### src/rtl/bram_write_arbiter_if.sv
// bram_write_arbiter_if: one requester's write-beat channel (valid/ready handshake) into the BRAM arbiter
interface bram_write_arbiter_if #(
  parameter int DATA_WIDTH = 32,
  parameter int ADDR_WIDTH = 10
);
  logic [ADDR_WIDTH-1:0]   addr;
  logic [DATA_WIDTH-1:0]   wrdata;
  logic [DATA_WIDTH/8-1:0] we;
  logic                    valid;
  logic                    ready;
  modport master (output addr, wrdata, we, valid, input ready);
  modport slave  (input addr, wrdata, we, valid, output ready);
endinterface

### src/rtl/bram_write_arbiter.sv
// bram_write_arbiter: round-robin sharing of one BRAM write port between two requesters with bounded bursts
module bram_write_arbiter #(
  parameter int BRAM_DATA_WIDTH = 32,
  parameter int BRAM_ADDR_WIDTH = 10,
  parameter int MAX_BURST       = 16
) (
  input  logic                         aclk,
  input  logic                         aresetn,
  bram_write_arbiter_if.slave          s0,
  bram_write_arbiter_if.slave          s1,
  output logic                         bram_porta_clk,
  output logic                         bram_porta_rst,
  output logic [BRAM_ADDR_WIDTH-1:0]   bram_porta_addr,
  output logic [BRAM_DATA_WIDTH-1:0]   bram_porta_wrdata,
  output logic [BRAM_DATA_WIDTH/8-1:0] bram_porta_we,
  output logic [1:0]                   grant
);
  localparam int CW = MAX_BURST > 1 ? $clog2(MAX_BURST) : 1;
  typedef enum logic [1:0] {IDLE, GRANT0, GRANT1} state_t;
  state_t state, state_n;
  logic last, last_n;
  logic [CW-1:0] cnt, cnt_n;
  logic hs0, hs1, at_max;
  assign hs0    = state == GRANT0 && s0.valid;
  assign hs1    = state == GRANT1 && s1.valid;
  assign at_max = cnt == CW'(MAX_BURST - 1);
  assign bram_porta_clk = aclk;
  assign bram_porta_rst = ~aresetn;
  always_ff @(posedge aclk or negedge aresetn) begin
    if (!aresetn) begin
      state <= IDLE;
      last  <= 1'b1;
      cnt   <= '0;
    end else begin
      state <= state_n;
      last  <= last_n;
      cnt   <= cnt_n;
    end
  end
  always_comb begin
    case (state)
      IDLE:    state_n = s0.valid && (!s1.valid || last) ? GRANT0 : s1.valid ? GRANT1 : IDLE;
      GRANT0:  state_n = !s0.valid ? (s1.valid ? GRANT1 : IDLE) : (at_max && s1.valid ? GRANT1 : GRANT0);
      GRANT1:  state_n = !s1.valid ? (s0.valid ? GRANT0 : IDLE) : (at_max && s0.valid ? GRANT0 : GRANT1);
      default: state_n = IDLE;
    endcase
    cnt_n  = state_n != state || state_n == IDLE || at_max ? '0 : cnt + 1'b1;
    last_n = state_n == GRANT0 ? 1'b0 : state_n == GRANT1 ? 1'b1 : last;
  end
  always_comb begin
    s0.ready = state == GRANT0;
    s1.ready = state == GRANT1;
    grant    = {state == GRANT1, state == GRANT0};
  end
  always_ff @(posedge aclk or negedge aresetn) begin
    if (!aresetn) begin
      bram_porta_addr   <= '0;
      bram_porta_wrdata <= '0;
      bram_porta_we     <= '0;
    end else if (hs0) begin
      bram_porta_addr   <= s0.addr;
      bram_porta_wrdata <= s0.wrdata;
      bram_porta_we     <= s0.we;
    end else if (hs1) begin
      bram_porta_addr   <= s1.addr;
      bram_porta_wrdata <= s1.wrdata;
      bram_porta_we     <= s1.we;
    end else begin
      bram_porta_we     <= '0;
    end
  end
endmodule

### src/flat_wrapper.sv
// flat-port wrapper written by rule: the top's interface ports become plain ports
module bram_write_arbiter_flat 
#(
  parameter int BRAM_DATA_WIDTH = 32,
  parameter int BRAM_ADDR_WIDTH = 10,
  parameter int MAX_BURST       = 16
)
  (aclk, aresetn, bram_porta_clk, bram_porta_rst, bram_porta_addr, bram_porta_wrdata, bram_porta_we, grant, s0_addr, s0_wrdata, s0_we, s0_valid, s0_ready, s1_addr, s1_wrdata, s1_we, s1_valid, s1_ready);
  bram_write_arbiter_if #(.DATA_WIDTH(32), .ADDR_WIDTH(10)) s0_i ();
  bram_write_arbiter_if #(.DATA_WIDTH(32), .ADDR_WIDTH(10)) s1_i ();
  input  logic aclk;
  input  logic aresetn;
  output logic bram_porta_clk;
  output logic bram_porta_rst;
  output logic [BRAM_ADDR_WIDTH-1:0] bram_porta_addr;
  output logic [BRAM_DATA_WIDTH-1:0] bram_porta_wrdata;
  output logic [BRAM_DATA_WIDTH/8-1:0] bram_porta_we;
  output logic [1:0] grant;
  input wire logic [$bits(s0_i.addr)-1:0] s0_addr;
  input wire logic [$bits(s0_i.wrdata)-1:0] s0_wrdata;
  input wire logic [$bits(s0_i.we)-1:0] s0_we;
  input wire logic [$bits(s0_i.valid)-1:0] s0_valid;
  output wire logic [$bits(s0_i.ready)-1:0] s0_ready;
  input wire logic [$bits(s1_i.addr)-1:0] s1_addr;
  input wire logic [$bits(s1_i.wrdata)-1:0] s1_wrdata;
  input wire logic [$bits(s1_i.we)-1:0] s1_we;
  input wire logic [$bits(s1_i.valid)-1:0] s1_valid;
  output wire logic [$bits(s1_i.ready)-1:0] s1_ready;
  assign s0_i.addr = s0_addr;
  assign s0_i.wrdata = s0_wrdata;
  assign s0_i.we = s0_we;
  assign s0_i.valid = s0_valid;
  assign s0_ready = s0_i.ready;
  assign s1_i.addr = s1_addr;
  assign s1_i.wrdata = s1_wrdata;
  assign s1_i.we = s1_we;
  assign s1_i.valid = s1_valid;
  assign s1_ready = s1_i.ready;
  bram_write_arbiter #(.BRAM_DATA_WIDTH(BRAM_DATA_WIDTH), .BRAM_ADDR_WIDTH(BRAM_ADDR_WIDTH), .MAX_BURST(MAX_BURST)) u_core (.aclk(aclk), .aresetn(aresetn), .s0(s0_i), .s1(s1_i), .bram_porta_clk(bram_porta_clk), .bram_porta_rst(bram_porta_rst), .bram_porta_addr(bram_porta_addr), .bram_porta_wrdata(bram_porta_wrdata), .bram_porta_we(bram_porta_we), .grant(grant));
endmodule
### config.mk
export PLATFORM = sky130hd
export DESIGN_NAME = bram_write_arbiter_flat
export DESIGN_NICKNAME = d
export VERILOG_FILES = /design/src/rtl/bram_write_arbiter_if.sv /design/src/rtl/bram_write_arbiter.sv /design/src/flat_wrapper.sv
export SDC_FILE = /design/constraint.sdc
export NUM_CORES = 1
export LEC_CHECK = 0
export ABC_AREA = 1
export CORE_ASPECT_RATIO = 0.75
export CORE_MARGIN = 2
export CORE_UTILIZATION = 42
export CTS_BUF_LIST = sky130_fd_sc_hd__clkbuf_4 sky130_fd_sc_hd__clkbuf_8
export CTS_CLUSTER_DIAMETER = 100
export DETAILED_ROUTE_END_ITERATION = 12
export HOLD_SLACK_MARGIN = 0.03
export PLACE_DENSITY = 0.88
export SYNTH_ARGS = -nofsm -noshare
export SYNTH_HDL_FRONTEND = slang
export SYNTH_SLANG_ARGS = --single-unit
export TNS_END_PERCENT = 1
### constraint.sdc
create_clock -name aclk -period 3.4 [get_ports aclk]
set_input_delay 0.34 -clock aclk [delete_from_list [all_inputs] [get_ports aclk]]
set_output_delay 0.34 -clock aclk [all_outputs]
set_load 0.01 [all_outputs]
==> run_results.csv <==
group,metric,value,unit
status,status,"complete, no violations",
sta,drv_slew,0,
cells_and_area,nNetsFinal,540,
yosys,yosysUniqueCellTypes,24,
sta,whs,0.0727,ns
flow_run,drv_cap,0,
floorplan,start_util,43.3,%
sta,maxSlewHeadroom,50.7,%
sta,hold_viol,0,
sta,rsz0062_at_grt,"no",
grt,antenna_found_initial,0,
worst_setup_path,start_kind,"clock port",
cells_and_area,fillers,447,
sta,finalSetupTns,0,ns
worst_setup_path,slowest_stage,"clkdlybuf4s50_1",
floorplan,num_rows,24,
worst_setup_path,path_class,"clk2out",
yosys,synth_fa_ha_area_share,1.50,%
clock_network,cts_tree,"done",
floorplan,design.core.area,0.00580,mm²
yosys,synthCells,302,
drt,firstDrtPassIters,5,
yosys,synth_top_family_by_area,"compound AO/OA/AOI/OAI gates",
yosys,ys_ff_latch,53,
yosys,synth_simple_gate_area_share,18.4,%
drt,route.detailed.drc,0,
yosys,syn_area_per_cell,8.31,µm²
grt,grt_pass1_wl,12.4,mm
sta,worst_pin_slew,0.739,ns
worst_setup_path,cp_num_buf_inv,3,
power,powerDensity,789,mW/mm²
yosys,synth_area,0.00251,mm²
place,place_congestion,0.748,
grt,overflow,0,
drt,ant_nets,0,
worst_setup_path,crit_path_cell_trace,"clkbuf_8, clkbuf_8, clkdlybuf4s50_1",
drt,routed_wl,7.33,mm
yosys,ys_seq_area_share,52.9,%
worst_setup_path,arrival,2.39,ns
cells_and_area,drive_gt1_share,4.98,%
cells_and_area,antenna_cells,0,
yosys,muxShareOfSynthArea,0,%
grt,grt_pass1_vias,2669,
sta,final.setup_skew,0.00854,ns
yosys,yosysWarnings,0,
clock_network,cts_repair_resize_count,0,
clock_network,postCtsHoldBufs,0,
worst_setup_path,crit_path_end_kind,"output port",
sta,setup_violations,0,
min_path,hp-class,"in2async",
yosys,synthXorXnorAreaFrac,0.698,%
yosys,synth_compound_area_share,19.5,%
drt,wl_per_cell,14.1,µm
place,dp_hpwl,5.33,mm
grt,grt_max_degree,54,
worst_setup_path,crit_family,"buffers and inverters",
grt,grtUsageTotal,23.6,%
clock_network,clkTransAtPathRegs,0.10,ns
clock_network,clkLatencyLatePin,0.40,ns
yosys,synth_nets,401,
worst_setup_path,cp_slowest_stage_delay,0.46,ns
power,leakage,1.82,nW
worst_setup_path,cp_max_fo,2,
drt,vias_per_cell,4.97,
power,ir_drop,0.000428,V
worst_setup_path,required,3.06,ns
drt,drt-initial-drc-count,126,
floorplan,dieArea,0.00661,mm²
worst_setup_path,path_common_cell,"clkbuf_8",
drt,vias,2586,
clock_network,post_cts_buffers,0,
floorplan,die_h,70.9,µm
floorplan,ios,148,
place,io_buffers,147,
cells_and_area,synthToLayoutAreaGrowth,65.3,%
power,p_total,0.00327,W
floorplan,die_w,93.2,µm
-- layer usage --
| metal | global-route usage [%] | routed length [µm] | vias to the layer above |
|---|---|---|---|
| met5 | 0 | 0 | - |
| li1 | - | - | 1263 |
| met1 | 30.4 | 3050 | 1207 |
| met3 | 6.92 | 548 | 10 |
| met4 | 5.39 | 96 | 0 |
| met2 | 39.6 | 3640 | 106 |
-- cell usage after synthesis --
| cell type | number | area, µm² |
|---|---|---|
| dfrtp_1 | 52 | 1300 |
| nand2_2 | 1 | 6.26 |
| nor2_4 | 1 | 11.3 |
| xor2_1 | 1 | 8.76 |
| a22o_1 | 4 | 35.0 |
| clkbuf_1 | 6 | 22.5 |
| nand2_1 | 54 | 203 |
| nand3_1 | 3 | 15.0 |
| buf_2 | 5 | 25.0 |
| a21oi_1 | 3 | 15.0 |
| dfstp_2 | 1 | 26.3 |
| o21ai_1 | 40 | 200 |
| inv_2 | 2 | 7.51 |
| nand3_2 | 1 | 10.0 |
| xnor2_1 | 1 | 8.76 |
| nor2_1 | 53 | 199 |
| nand2_4 | 1 | 11.3 |
| a21oi_2 | 1 | 8.76 |
| ha_1 | 3 | 37.5 |
| nand4_1 | 1 | 6.26 |
| buf_4 | 8 | 60.1 |
| buf_6 | 1 | 11.3 |
| inv_1 | 13 | 48.8 |
| o21ai_0 | 46 | 230 |
-- cell type report --
type                       count  area (µm²)  share of cell area [%]
timing repair buffer         148        1470                    35.5
sequential                    53        1330                    32.0
multi-input combinational    214        1010                    24.3
clock buffer                   9         120                    2.90
tap                           78        97.6                    2.35
clock inverter                 3        68.8                    1.66
inverter                      15        56.3                    1.36
-- kinds of logic (layout without fill, tap and decap cells) --
| group | after synthesis | count (layout) |
|---|---|---|
| xor+xnor | 2 | 2 |
| buf+inv | 35 | 175 |
| simple gates | 115 | 115 |
| flops | 53 | 53 |
| compound gates | 94 | 94 |
| fa+ha+maj | 3 | 3 |
-- worst paths after layout --
check,from,slack (ns),end,depth (start not counted)
max,aclk,0.67,bram_porta_clk,3
min in group aclk,u_core.cnt[0],0.47,u_core.cnt[0],1
min,aresetn,0.07,u_core.cnt[3],2
min reg2reg,u_core.cnt[0],0.47,u_core.cnt[0],1
max in group asynchronous,aresetn,2.90,u_core.bram_porta_wrdata[4],2
max reg2reg,u_core.state[0],0.82,u_core.bram_porta_wrdata[23],7
-- layout by cell type, fill, tap and decap left out --
| cell | n |
|---|---|
| clkdlybuf4s50_1 | 146 |
| nand2_1 | 54 |
| nor2_1 | 53 |
| dfrtp_1 | 52 |
| o21ai_0 | 46 |
| o21ai_1 | 40 |
| inv_1 | 13 |
| clkbuf_8 | 8 |
| a22o_1 | 4 |
| nand3_1 | 3 |
| a21oi_1 | 3 |
| ha_1 | 3 |
| inv_2 | 2 |
| bufinv_16 | 2 |
| buf_4 | 2 |
| nand2_2 | 1 |
| nor2_4 | 1 |
| nand4_1 | 1 |
| xnor2_1 | 1 |
| a21oi_2 | 1 |
| nand3_2 | 1 |
| xor2_1 | 1 |
| nand2_4 | 1 |
| inv_6 | 1 |
| buf_2 | 1 |
| dfstp_2 | 1 |
-- power by group --
part / switching, W / internal (W)
registers: 0.000161 / 0.000914
clock network: 0.000227 / 0.000391
logic: 0.000782 / 0.000798
-- per-stage QoR --
stage | setup WS (ns) | cell area (µm²) | cells | utilization (%)
finish | 0.672 | 4150 | 520 | 71.6
detailed placement | 0.371 | 3970 | 509 | 68.5
global placement | 0.477 | 3970 | 509 | 68.5
floorplan | 1.24 | 2510 | 302 | -
global route | 0.456 | 4150 | 520 | 71.6
CTS | 0.665 | 4150 | 520 | 71.6
-- state kept, by name, indices dropped and copies added, names as in the netlist --
register,flops
u_core.cnt,4
u_core.bram_porta_addr,10
u_core.bram_porta_we,4
u_core.last,1
u_core.bram_porta_wrdata,32
u_core.state,2
(Power assumes the default switching activity.)
